### config.mk
export PLATFORM = sky130hd
export DESIGN_NAME = uart_inport_rx
export DESIGN_NICKNAME = d
export VERILOG_FILES = /design/src/rtl/uart_pkg.sv /design/src/rtl/uart_rx_byte.sv /design/src/rtl/uart_inport_rx.sv
export SDC_FILE = /design/constraint.sdc
export NUM_CORES = 1
export LEC_CHECK = 0
export CAP_MARGIN = 20
export CORE_AREA = 2 2 104 106
export DETAILED_ROUTE_END_ITERATION = 8
export DIE_AREA = 0 0 106 108
export GPL_ROUTABILITY_DRIVEN = 0
export GPL_TIMING_DRIVEN = 0
export HOLD_SLACK_MARGIN = 0.08
export PLACE_DENSITY_LB_ADDON = 0.08
export REMOVE_ABC_BUFFERS = 1
export SETUP_SLACK_MARGIN = 0.5
export SLEW_MARGIN = 30
export SYNTH_ARGS = -nofsm -noshare
export SYNTH_HDL_FRONTEND = slang
export SYNTH_SLANG_ARGS = --single-unit
### constraint.sdc
create_clock -name clk -period 6.2 [get_ports clk]
set_input_delay 1.86 -clock clk [delete_from_list [all_inputs] [get_ports clk]]
set_output_delay 1.86 -clock clk [all_outputs]
set_load 0.02 [all_outputs]
### src/rtl/uart_pkg.sv
`default_nettype none
// ============================================================================
//  Module   : uart_pkg
//  Brief    : Shared types and constants for the UART input-port receiver.
//  Revision : 1.0 - initial release
// ============================================================================
package uart_pkg;

    typedef enum logic [1:0] {
        IDLE  = 2'd0,
        START = 2'd1,
        DATA  = 2'd2,
        STOP  = 2'd3
    } uart_rx_state_t;

    localparam int UART_DATA_BITS    = 8;
    localparam int UART_CLKS_PER_BIT = 434;

endpackage
`default_nettype wire

### src/rtl/uart_rx_byte.sv
`default_nettype none
// ============================================================================
//  Module   : uart_rx_byte
//  Brief    : 8N1 byte receiver: rx synchronizer, baud counter and byte FSM.
//  Revision : 1.0 - initial release
// ============================================================================
module uart_rx_byte
    import uart_pkg::*;
#(
    parameter int CLKS_PER_BIT = UART_CLKS_PER_BIT
) (
    input  logic       clk,
    input  logic       reset,
    input  logic       rx,
    output logic [7:0] byte_data,
    output logic       byte_valid,
    output logic       byte_ferr
);

    localparam int               CNT_W      = $clog2(CLKS_PER_BIT);
    localparam logic [CNT_W-1:0] C_CNT_LAST = CNT_W'(CLKS_PER_BIT - 1);
    localparam logic [CNT_W-1:0] C_CNT_HALF = CNT_W'(CLKS_PER_BIT / 2);
    localparam logic [2:0]       C_BIT_LAST = 3'(UART_DATA_BITS - 1);

    logic                      r_sync1;
    logic                      r_sync2;
    uart_rx_state_t            r_state;
    uart_rx_state_t            w_state_nx;
    logic [CNT_W-1:0]          r_cnt;
    logic [CNT_W-1:0]          w_cnt_nx;
    logic [2:0]                r_bit_idx;
    logic [2:0]                w_bit_idx_nx;
    logic [UART_DATA_BITS-1:0] r_shift;
    logic [UART_DATA_BITS-1:0] w_shift_nx;

    always_ff @(posedge clk or posedge reset) begin
        if (reset) begin
            r_sync1   <= 1'b1;
            r_sync2   <= 1'b1;
            r_state   <= IDLE;
            r_cnt     <= '0;
            r_bit_idx <= '0;
            r_shift   <= '0;
        end else begin
            r_sync1   <= rx;
            r_sync2   <= r_sync1;
            r_state   <= w_state_nx;
            r_cnt     <= w_cnt_nx;
            r_bit_idx <= w_bit_idx_nx;
            r_shift   <= w_shift_nx;
        end
    end

    always_comb begin
        w_state_nx   = r_state;
        w_cnt_nx     = r_cnt + 1'b1;
        w_bit_idx_nx = r_bit_idx;
        w_shift_nx   = r_shift;
        byte_valid   = 1'b0;
        byte_ferr    = 1'b0;
        case (r_state)
            IDLE: begin
                w_cnt_nx = '0;
                if (!r_sync2) begin
                    w_state_nx = START;
                end
            end
            START: begin
                // Mid-start-bit re-check; a high line here was only a glitch.
                if (r_cnt == C_CNT_HALF) begin
                    w_cnt_nx     = '0;
                    w_bit_idx_nx = '0;
                    w_state_nx   = r_sync2 ? IDLE : DATA;
                end
            end
            DATA: begin
                if (r_cnt == C_CNT_LAST) begin
                    w_cnt_nx     = '0;
                    w_shift_nx   = {r_sync2, r_shift[UART_DATA_BITS-1:1]};
                    w_bit_idx_nx = r_bit_idx + 3'd1;
                    if (r_bit_idx == C_BIT_LAST) begin
                        w_state_nx = STOP;
                    end
                end
            end
            STOP: begin
                if (r_cnt == C_CNT_LAST) begin
                    w_cnt_nx   = '0;
                    w_state_nx = IDLE;
                    byte_valid = r_sync2;
                    byte_ferr  = !r_sync2;
                end
            end
            default: begin
                w_cnt_nx   = '0;
                w_state_nx = IDLE;
            end
        endcase
    end

    assign byte_data = r_shift;

endmodule
`default_nettype wire

### src/rtl/uart_inport_rx.sv
`default_nettype none
// ============================================================================
//  Module   : uart_inport_rx
//  Brief    : Packs four UART bytes into a 32-bit input-port word with a
//             ready/ack handshake and sticky frame-error / overrun flags.
//  Revision : 1.0 - initial release
// ============================================================================
module uart_inport_rx
    import uart_pkg::*;
#(
    parameter int CLKS_PER_BIT = UART_CLKS_PER_BIT
) (
    input  logic        clk,
    input  logic        reset,
    input  logic        rx,
    input  logic        ack,
    input  logic        err_clr,
    output logic [31:0] in_port_data,
    output logic        data_ready,
    output logic        frame_err,
    output logic        overrun
);

    logic [7:0]  w_byte_data;
    logic        w_byte_valid;
    logic        w_byte_ferr;
    logic        w_word_done;
    logic [1:0]  r_byte_idx;
    logic [23:0] r_stage;

    uart_rx_byte #(
        .CLKS_PER_BIT (CLKS_PER_BIT)
    ) u_rx_byte (
        .clk        (clk),
        .reset      (reset),
        .rx         (rx),
        .byte_data  (w_byte_data),
        .byte_valid (w_byte_valid),
        .byte_ferr  (w_byte_ferr)
    );

    assign w_word_done = w_byte_valid && (r_byte_idx == 2'd3);

    always_ff @(posedge clk or posedge reset) begin
        if (reset) begin
            r_byte_idx   <= '0;
            r_stage      <= '0;
            in_port_data <= '0;
            data_ready   <= 1'b0;
            frame_err    <= 1'b0;
            overrun      <= 1'b0;
        end else begin
            // A bad stop bit throws away whatever partial word was staged.
            if (w_byte_ferr) begin
                r_byte_idx <= '0;
            end else if (w_byte_valid) begin
                r_byte_idx <= r_byte_idx + 2'd1;
                case (r_byte_idx)
                    2'd0:    r_stage[7:0]   <= w_byte_data;
                    2'd1:    r_stage[15:8]  <= w_byte_data;
                    2'd2:    r_stage[23:16] <= w_byte_data;
                    default: r_stage        <= r_stage;
                endcase
            end

            if (w_word_done) begin
                in_port_data <= {w_byte_data, r_stage};
            end

            if (w_word_done) begin
                data_ready <= 1'b1;
            end else if (ack) begin
                data_ready <= 1'b0;
            end

            // Set events take priority over a coincident clear.
            if (w_word_done && data_ready && !ack) begin
                overrun <= 1'b1;
            end else if (err_clr) begin
                overrun <= 1'b0;
            end

            if (w_byte_ferr) begin
                frame_err <= 1'b1;
            end else if (err_clr) begin
                frame_err <= 1'b0;
            end
        end
    end

endmodule
`default_nettype wire

==> results.py, run 1 <==
metrics = {
    "sta": {
        "hold_viol": 0,
        "finalSetupViolations": 0,
        "post-route-period-util_pct": 51.5,
        "finClkSkew_ns": 0.0142,
        "maxSlewViolCount": 0,
        "slew_headroom_pct": 43.6,
        "fmax_mhz": 313,
        "post-route-min-period_ns": 3.19,
        "worst_pin_slew_ns": 0.845,
        "setup_tns_ns": 0,
        "rsz0062_at_grt": "no",
    },
    "power": {
        "p_leak_nw": 2.11,
        "pwr-share-seq_pct": 59.9,
        "p_int_mw": 0.707,
        "clock_power_share_pct": 38.2,
        "pwr-share-comb_pct": 1.8,
        "power_switching_mw": 0.220,
        "swShare_pct": 23.7,
        "ir_drop_uv": 109,
        "p_per_area_nw_per_um2": 218,
    },
    "die": {
        "io_pins": 40,
        "core_area_um2": 10200,
        "start_util_pct": 34.6,
        "die_h_um": 108,
        "num_rows": 37,
        "die_w_um": 106,
        "die_area_um2": 11400,
    },
    "logic_synthesis": {
        "syn_area_per_cell_um2": 14.9,
        "synth_top_area_share_pct": 58.6,
        "yosysSeqAreaShare_pct": 60.1,
        "synth-main-ff-cell": "dfrtp_1",
        "synth_area_leaders": "dfrtp_1 (59%), mux2_4 (12%), mux2_2 (11%)",
        "syn_inst": 238,
        "syn-cell-area_um2": 3540,
        "synth-edff-count": 0,
        "synth_fa_ha_area_share_pct": 2.82,
        "yosysTopAreaCell": "dfrtp_1",
        "yosysUniqueCellTypes": 30,
        "yosys-top-cells-count": "dfrtp_1 (83), mux2_2 (35), mux2_4 (28), nor2_1 (15), nand2_1 (10)",
        "synth_xor_area_share_pct": 1.98,
        "synth-seq-cells": 85,
        "synth-simple-area-share_pct": 7.70,
        "ys_async_sr_fraction_pct": 100,
        "synth.most_common_cell": "dfrtp_1",
        "synth_warnings": 0,
        "yosys-mux-area-fraction_pct": 23.0,
        "synth_top_family_by_area": "multiplexers",
        "synth_compound_area_share_pct": 2.01,
    },
    "critical_path": {
        "cp_num_buf_inv": 1,
        "cp-end-kind": "output port",
        "crit_family": "buffers and inverters",
        "cp.arrival_ns": 1.33,
        "crit_fanout": 2,
        "path_class": "reg2out",
        "cp.required_ns": 4.34,
        "critPathLaunchType": "flop",
        "path_cells": "clkdlybuf4s50_1",
        "slowest_stage": "clkdlybuf4s50_1",
        "slowest_delay_ns": 0.61,
    },
    "detailed_routing": {
        "viasPerCell": 4.59,
        "wire_per_inst_um": 14.0,
        "detailroute.via_count": 1947,
        "antenna_left": 0,
        "wl_mm": 5.94,
        "first_pass_iters": 4,
        "drtIter0Drc": 83,
        "remaining_drc_errors": 0,
    },
    "place": {
        "port_buffers": 39,
        "dp_hpwl_mm": 3.81,
    },
    "cells_and_area": {
        "post_route_cells_drive_above_1_share_pct": 30.2,
        "syn_to_final_growth_pct": 20.1,
        "nFillCells": 981,
        "final_net_count": 296,
        "insertedDiodeCount": 0,
        "final_util_pct": 41.6,
    },
    "grt": {
        "grt_pass1_wl_mm": 10.7,
        "grt_start_max_net_pins": 58,
        "overflow": 0,
        "first_global_vias": 2104,
        "antenna_found_initial": 0,
        "grt.total_usage_pct": 12.1,
    },
    "clock_tree": {
        "cts.sinks": 85,
        "cts_setup_buffers": 0,
        "cts-root-buf": "clkbuf_8",
        "cts_htree_levels": 3,
        "cts.reportedPaths.clkPinSlew_ns": 0.08,
        "worstSkewPairLatency_ns": 0.36,
        "clockBufferDepth": 2,
        "postCtsHoldBufs": 0,
        "cts_buffers": 9,
        "cts_tree": "done",
        "cts-resized-gates": 0,
    },
    "run": {
        "drv_cap": 0,
    },
    "outcome": {
        "outcome": "completed",
    },
    "worst_hold_path": {
        "worst_hold_path_type": "reg2reg",
    },
}
-- sequential cells by signal, indices dropped and copies added (netlist names), named ones only --
signal / cells
r_stage: 24
u_rx_byte.r_sync2: 1
frame_err: 1
u_rx_byte.r_sync1: 1
u_rx_byte.r_cnt: 9
u_rx_byte.r_bit_idx: 3
u_rx_byte.byte_data: 8
r_byte_idx: 2
overrun: 1
data_ready: 1
in_port_data: 32
u_rx_byte.r_state: 1
-- placed cells by master (no fill, tap or decap), drive strengths merged --
master	netlist	final
mux2	63	63
xor2	4	4
nor2b	1	1
clkdlybuf4s50	0	39
buf	6	1
clkbuf	0	10
nand4	6	6
and4b	1	1
o21ai	3	3
and3	1	1
ha	8	8
a21oi	4	4
nand2	10	10
a21o	1	1
dfrtp	83	83
nand3	8	8
a22oi	1	1
nor3	2	2
and2	1	1
nor4bb	1	1
a22o	1	1
o22ai	2	2
dfstp	2	2
inv	8	9
clkinv	0	1
nor2	15	15
and4bb	1	1
xnor2	4	4
clkinvlp	0	4
nand2b	1	1
-- kinds of logic after synthesis --
kind of cell               after synthesis
muxes                                   63
xor gates and xnor gates                 8
buffers and inverters                   14
adders and majority gates                8
DFF                                     85
AOI/OAI and AO/OA                       12
and+or+nand+nor                         48
-- stage by stage --
stage	std cells	setup WS, ns	area (um^2)	total power [mW]	hold slack [ns]
final	424	3.01	4260	0.927	0.357
after global routing	424	2.94	4260	0.974	0.367
after CTS	424	2.97	4260	0.949	0.355
after detailed placement	408	3.36	4080	0.585	0.350
after global placement	407	0.611	4050	0.582	0.346
after floorplan	232	2.15	3490	0.576	0.345
-- cell type report --
cell class / instances / area (um^2) / area share, %
repair buffers: 40 / 418 / 9.82
well taps: 136 / 170 / 4.00
inverters: 8 / 35.0 / 0.823
clock buffers: 10 / 128 / 3.00
flip-flops and latches: 85 / 2130 / 50.0
multi-input cells: 139 / 1330 / 31.2
clock inverters: 6 / 47.5 / 1.12
-- metal layers --
layer	share of wire (%)	track usage, %	wire [um]
met2	45	19.4	2680
met3	2.8	2.71	169
met5	0	0	0
met4	1.9	5.64	114
met1	50	15.6	2980
-- worst reg2reg max path, delay by kind of cell (launching register included) --
kind	cells	cell delay [ns]
flip-flops	1	0.41
multiplexers	1	0.59
AND/OR/NAND/NOR	3	1.38
buffers and inverters	1	0.06
adder cells (fa/ha/maj)	1	0.13
-- final timing paths --
| path | from | to | slack, ns | depth (start not counted) |
|---|---|---|---|---|
| setup / recovery | in_port_data[20]$_DFFE_PP0P_ | in_port_data[20] | 3.01 | 1 |
| hold / removal | u_rx_byte.r_sync1$_DFF_PP1_ | u_rx_byte.r_sync2$_DFF_PP1_ | 0.36 | 0 |
| setup reg to reg | u_rx_byte.r_cnt[1]$_DFF_PP0_ | in_port_data[3]$_DFFE_PP0P_ | 3.52 | 6 |
| hold reg to reg | u_rx_byte.r_sync1$_DFF_PP1_ | u_rx_byte.r_sync2$_DFF_PP1_ | 0.36 | 0 |
| max in group asynchronous | reset | r_stage[15]$_DFFE_PP0P_ | 3.79 | 3 |
| min in group asynchronous | reset | in_port_data[27]$_DFFE_PP0P_ | 1.84 | 2 |
-- power groups by stage --
| stage | Combinational (mW) | Sequential [mW] | Clock (mW) |
|---|---|---|---|
| global placement | 0.0157 | 0.567 | 0 |
| detailed placement | 0.0185 | 0.567 | 0 |
| finish | 0.0170 | 0.555 | 0.355 |
| CTS | 0.0186 | 0.556 | 0.375 |
| floorplan | 0.00918 | 0.566 | 0 |
| global route | 0.0201 | 0.556 | 0.398 |
Power figures use the tool's default switching activity.
==> run 2, diff against run 1 <==
- clock period: 6.2 -> 3 ns (I/O delays scaled with it)
==> run 2 against run 1 <==
Die area did not move. Combinational power rose by 110%. Non-clock buffer count rose by 2. Worst hold slack barely moved. Global-route usage rose by 0.42 points. Setup slack got worse by 2.2 ns. Total power rose by 110%. Core utilization rose by 0.61 points. Sequential power rose by 110%. Clock skew barely moved. Wire length rose by 5.9%. First-iteration DRC count fell by 7.2%. Critical path type unchanged. Largest cell class unchanged. Largest power group unchanged.
==> results.py, run 2 (synthesis gave the netlist of run 1 again) <==
metrics = {
    "power": {
        "p_per_area_nw_per_um2": 444,
        "p_leak_nw": 2.15,
        "power_mw": 1.92,
        "ir_drop_uv": 226,
    },
    "clock_tree": {
        "cts_buffers": 9,
        "cts_tree": "done",
        "worstSkewPairLatency_ns": 0.36,
        "cts-root-buf": "clkbuf_8",
        "cts.sinks": 85,
        "postCtsHoldBufs": 0,
        "cts_htree_levels": 3,
        "cts.reportedPaths.clkPinSlew_ns": 0.09,
        "clockBufferDepth": 2,
    },
    "worst_hold_path": {
        "min_from": "u_rx_byte.r_sync1$_DFF_PP1_",
        "worst_hold_path_type": "reg2reg",
    },
    "critical_path": {
        "rr_startpoint": "u_rx_byte.r_sync2$_DFF_PP1_",
        "cp-startpoint": "in_port_data[20]$_DFFE_PP0P_",
        "path_class": "reg2out",
        "crit_fanout": 2,
        "critPathLaunchType": "flop",
        "cp.required_ns": 2.10,
        "cp.arrival_ns": 1.34,
        "crit_family": "buffers and inverters",
        "slowest_delay_ns": 0.61,
        "cp-end-kind": "output port",
        "cp_num_buf_inv": 1,
        "slowest_stage": "clkdlybuf4s50_1",
        "path_cells": "clkdlybuf4s50_1",
    },
    "sta": {
        "finClkSkew_ns": 0.0146,
        "maxSlewViolCount": 0,
        "setup_tns_ns": 0,
        "slew_headroom_pct": 52.1,
        "worst_pin_slew_ns": 0.718,
        "finalSetupViolations": 0,
        "layout_setup_ws_ns": 0.763,
        "whs_ns": 0.357,
        "fmax_mhz": 447,
        "rsz0062_at_grt": "no",
        "post-route-min-period_ns": 2.24,
        "hold_viol": 0,
        "post-route-period-util_pct": 74.6,
    },
    "die": {
        "die_h_um": 108,
        "die_area_um2": 11400,
        "die_w_um": 106,
        "num_rows": 37,
        "core_area_um2": 10200,
        "io_pins": 40,
        "start_util_pct": 34.6,
    },
    "cells_and_area": {
        "insertedDiodeCount": 0,
        "layout_common_cells": "dfrtp_1 (83), clkdlybuf4s50_1 (39), mux2_2 (35), mux2_4 (28), nor2_1 (15)",
        "largest_reg_flops": 32,
        "syn_to_final_growth_pct": 21.9,
        "final_net_count": 299,
        "post_route_cells_drive_above_1_share_pct": 31.3,
        "top_regs": "in_port_data (32), r_stage (24), u_rx_byte.r_cnt (9)",
        "regMostFlops": "in_port_data",
        "layout_commonest_cell": "dfrtp_1",
    },
    "detailed_routing": {
        "detailroute.via_count": 1983,
        "drtIter0Drc": 77,
        "viasPerCell": 4.64,
        "remaining_drc_errors": 0,
        "wl_mm": 6.29,
        "wire_per_inst_um": 14.7,
        "antenna_left": 0,
        "first_pass_iters": 4,
    },
    "grt": {
        "grt_pass1_wl_mm": 11.0,
        "overflow": 0,
        "first_global_vias": 2089,
        "antenna_found_initial": 0,
        "grt.total_usage_pct": 12.5,
        "grt_start_max_net_pins": 58,
    },
    "run": {
        "drv_cap": 0,
    },
    "place": {
        "dp_hpwl_mm": 3.81,
        "port_buffers": 39,
        "dp_worst_setup_slack_ns": 0.272,
    },
    "outcome": {
        "outcome": "completed",
    },
}
-- run 2: changes by cell type in the layout (fill, tap and decap cells not counted), sizes merged --
| cell | before | now |
|---|---|---|
| buf | 1 | 3 |
| nand4 | 6 | 7 |
-- run 2: worst paths after layout --
| path | cells after the start | to | slack, ns |
|---|---|---|---|
| max | 1 | in_port_data[20] | 0.76 |
| min | 0 | u_rx_byte.r_sync2$_DFF_PP1_ | 0.36 |
| max reg2reg | 4 | r_stage[8]$_DFFE_PP0P_ | 0.80 |
| min reg2reg | 0 | u_rx_byte.r_sync2$_DFF_PP1_ | 0.36 |
| max in group asynchronous | 3 | r_stage[21]$_DFFE_PP0P_ | 1.55 |
| min in group asynchronous | 2 | in_port_data[27]$_DFFE_PP0P_ | 0.88 |
-- run 2: worst reg2reg max path: cells and delay by family, from the launching register on --
kind	cells	cell delay, ns
buffers and inverters	1	0.08
DFF	1	0.56
and+or+nand+nor	2	1.02
muxes	1	0.42
-- run 2: power breakdown --
group / internal [mW] / switching, mW / leakage [nW]
clock network: 0.305 / 0.429 / 0.0751
registers: 1.15 / 0.000903 / 1.17
logic: 0.00925 / 0.0267 / 0.906
-- run 2: repair_timing --
item	in CTS	in global routing
gates cloned	1	0
setup buffers	0	2
gates resized for setup	1	1
pin swaps	0	2
setup endpoints to repair	32	48
-- run 2: cell type report --
class | instances | area [um^2]
clock buffers | 10 | 128
clock inverters | 6 | 47.5
fillers | 979 | 5910
inverters | 8 | 35.0
multi-input cells | 140 | 1350
flip-flops and latches | 85 | 2130
well taps | 136 | 170
repair buffers | 42 | 458
-- run 2: per-stage QoR --
| stage | instance area [um^2] | cells | util [%] |
|---|---|---|---|
| after floorplan | 3490 | 232 | - |
| after global placement | 4050 | 407 | 39.6 |
| after detailed placement | 4080 | 408 | 39.9 |
| after CTS | 4280 | 425 | 41.8 |
| after global routing | 4320 | 427 | 42.2 |
| final | 4320 | 427 | 42.2 |
-- run 2: layer usage --
metal | part of all wire, % | global-route usage [%] | vias to the layer above
met1 | 50 | 17.4 | 1015
met5 | 0 | 0 | -
met3 | 3.1 | 2.71 | 8
met2 | 45 | 18.8 | 33
met4 | 1.8 | 5.64 | 0
li1 | - | - | 927
==> run 3, diff against run 2 <==
- clock period: 3 -> 2.1 ns (I/O delays scaled with it)
==> run 3 against run 2 <==
Clock power grew 44%. Clock-buffer cell count stayed put. Via count up 6.0%. Sequential power is 43% higher. Clock skew shrank 0.00072 ns. Non-clock buffer count up 24. Total power increased by 44%. Register-to-register slack worse by 0.62 ns. Worst hold slack about the same. Critical path depth rose by 8. Critical endpoint is now in_port_data[6]$_DFFE_PP0P_.
==> results.py, run 3 (synthesis gave the netlist of run 1 again) <==
metrics = {
    "detailed_routing": {
        "antenna_left": 0,
        "detailroute.via_count": 2101,
        "viasPerCell": 4.65,
        "wl_mm": 7.13,
        "drtIter0Drc": 81,
        "wire_per_inst_um": 15.8,
        "first_pass_iters": 4,
        "remaining_drc_errors": 0,
    },
    "outcome": {
        "outcome": "completed",
    },
    "cells_and_area": {
        "largest_reg_flops": 32,
        "multi_input_area_um2": 1480,
        "insertedDiodeCount": 0,
        "final_net_count": 324,
        "final_cell_area_um2": 4530,
        "ff_latch_area_um2": 2130,
        "layout_common_cells": "dfrtp_1 (82), buf_2 (35), mux2_4 (34), mux2_2 (29), buf_4 (15)",
        "nFillCells": 973,
        "regMostFlops": "in_port_data",
        "syn_to_final_growth_pct": 27.8,
        "post_route_cells_drive_above_1_share_pct": 50.9,
        "layout_commonest_cell": "dfrtp_1",
        "top_regs": "in_port_data (32), r_stage (24), u_rx_byte.r_cnt (9)",
    },
    "run": {
        "drv_cap": 0,
    },
    "power": {
        "p_leak_nw": 2.44,
        "ir_drop_uv": 328,
        "p_per_area_nw_per_um2": 609,
        "power_mw": 2.76,
    },
    "sta": {
        "slew_headroom_pct": 61.4,
        "fmax_mhz": 522,
        "hold_viol": 0,
        "rsz0062_at_grt": "yes",
        "maxSlewViolCount": 0,
        "worst_pin_slew_ns": 0.578,
        "post-route-period-util_pct": 91.3,
        "finalSetupViolations": 0,
        "post-route-min-period_ns": 1.92,
        "finClkSkew_ns": 0.0139,
    },
    "critical_path": {
        "cp.required_ns": 2.36,
        "crit_top_cell": "buf_12",
        "cp-end-kind": "flop",
        "slowest_delay_ns": 0.38,
        "slowest_stage": "dfrtp_1",
        "path_cells": "inv_1 > ha_1 > and4b_2 > and2_4 > buf_6 > nand4_4 > buf_12 > buf_12 > mux2_4",
        "regToRegSetupSlack_ns": 0.18,
        "crit_fanout": 8,
        "cp_num_buf_inv": 4,
        "critPathLaunchType": "flop",
        "cp.arrival_ns": 2.17,
        "crit_family": "simple AND/OR/NAND/NOR gates",
        "path_class": "reg2reg",
    },
    "worst_hold_path": {
        "worst_hold_path_type": "reg2reg",
    },
    "place": {
        "place_area_um2": 4080,
        "port_buffers": 39,
        "dp_hpwl_mm": 3.81,
    },
    "grt": {
        "grt_pass1_wl_mm": 11.8,
        "first_global_vias": 2219,
        "antenna_found_initial": 0,
        "grt_start_max_net_pins": 58,
        "grt.total_usage_pct": 13.5,
        "overflow": 0,
    },
    "clock_tree": {
        "cts.sinks": 85,
        "cts.reportedPaths.clkPinSlew_ns": 0.10,
        "cts_buffers": 9,
        "postCtsHoldBufs": 0,
        "cts-root-buf": "clkbuf_8",
        "cts_tree": "done",
        "clockBufferDepth": 2,
        "cts_htree_levels": 3,
        "worstSkewPairLatency_ns": 0.36,
    },
    "die": {
        "num_rows": 37,
        "die_w_um": 106,
        "start_util_pct": 34.6,
        "io_pins": 40,
        "die_area_um2": 11400,
        "die_h_um": 108,
        "core_area_um2": 10200,
    },
}
run 3: worst paths after layout:
| path | depth (start not counted) | end | from |
|---|---|---|---|
| worst min register to register | 0 | u_rx_byte.r_sync2$_DFF_PP1_ | u_rx_byte.r_sync1$_DFF_PP1_ |
| worst max register to register | 9 | in_port_data[6]$_DFFE_PP0P_ | u_rx_byte.r_cnt[1]$_DFF_PP0_ |
| worst max-delay path | 9 | in_port_data[6]$_DFFE_PP0P_ | u_rx_byte.r_cnt[1]$_DFF_PP0_ |
| max in group asynchronous | 3 | asynchronous set/reset pin | reset |
| worst min-delay path | 0 | u_rx_byte.r_sync2$_DFF_PP1_ | u_rx_byte.r_sync1$_DFF_PP1_ |
| min in group asynchronous | 2 | in_port_data[27]$_DFFE_PP0P_ | reset |
run 3: through the flow:
| step | utilization, % | setup WS, ns | cells | TNS, ns | hold WS (ns) |
|---|---|---|---|---|---|
| finish | 44.3 | 0.183 | 452 | 0 | 0.357 |
| global route | 44.3 | 0.102 | 452 | 0 | 0.366 |
| CTS | 43.3 | 0.206 | 449 | 0 | 0.355 |
| detailed placement | 39.9 | -0.628 | 408 | -23.12 | 0.350 |
| global placement | 39.6 | -2.26 | 407 | -213.17 | 0.346 |
| floorplan | - | -0.720 | 232 | -66.82 | 0.345 |
run 3: metal layers:
layer	vias up	wire (um)	share of wire, %	track usage (%)
li1	977	-	-	-
met1	1080	3540	50	18.4
met2	33	3230	45	21.0
met3	11	217	3.0	2.71
met4	0	131	1.8	5.64
met5	-	0	0	0
run 3: what timing repair did:
action                     4_1_cts  5_1_grt
gates cloned                     2        1
resized for setup              160       19
buffers inserted                23        2
hold endpoints to repair         0        0
pin swaps                        6        6
setup endpoints to repair      115       81
run 3: worst register-to-register path: cells and delay by family (launching register included):
kind / cells / cell delay (ns)
adder cells (fa/ha/maj): 1 / 0.14
multiplexers: 1 / 0.29
AND/OR/NAND/NOR: 3 / 0.54
flip-flops: 1 / 0.38
buffers and inverters: 4 / 0.48
run 3: final cells by class:
class	instances	area share (%)
repair buffers	66	11.9
clock inverters	6	1.05
clock buffers	10	2.82
well taps	136	3.76
multi-input cells	141	32.6
flip-flops and latches	85	47.1
inverters	8	0.774
run 3: report_power, final:
part	leakage, nW	total [mW]	internal (mW)	switching (mW)
clock network	0.0751	1.06	0.436	0.624
logic	1.20	0.0567	0.0159	0.0408
registers	1.16	1.64	1.64	0.00132
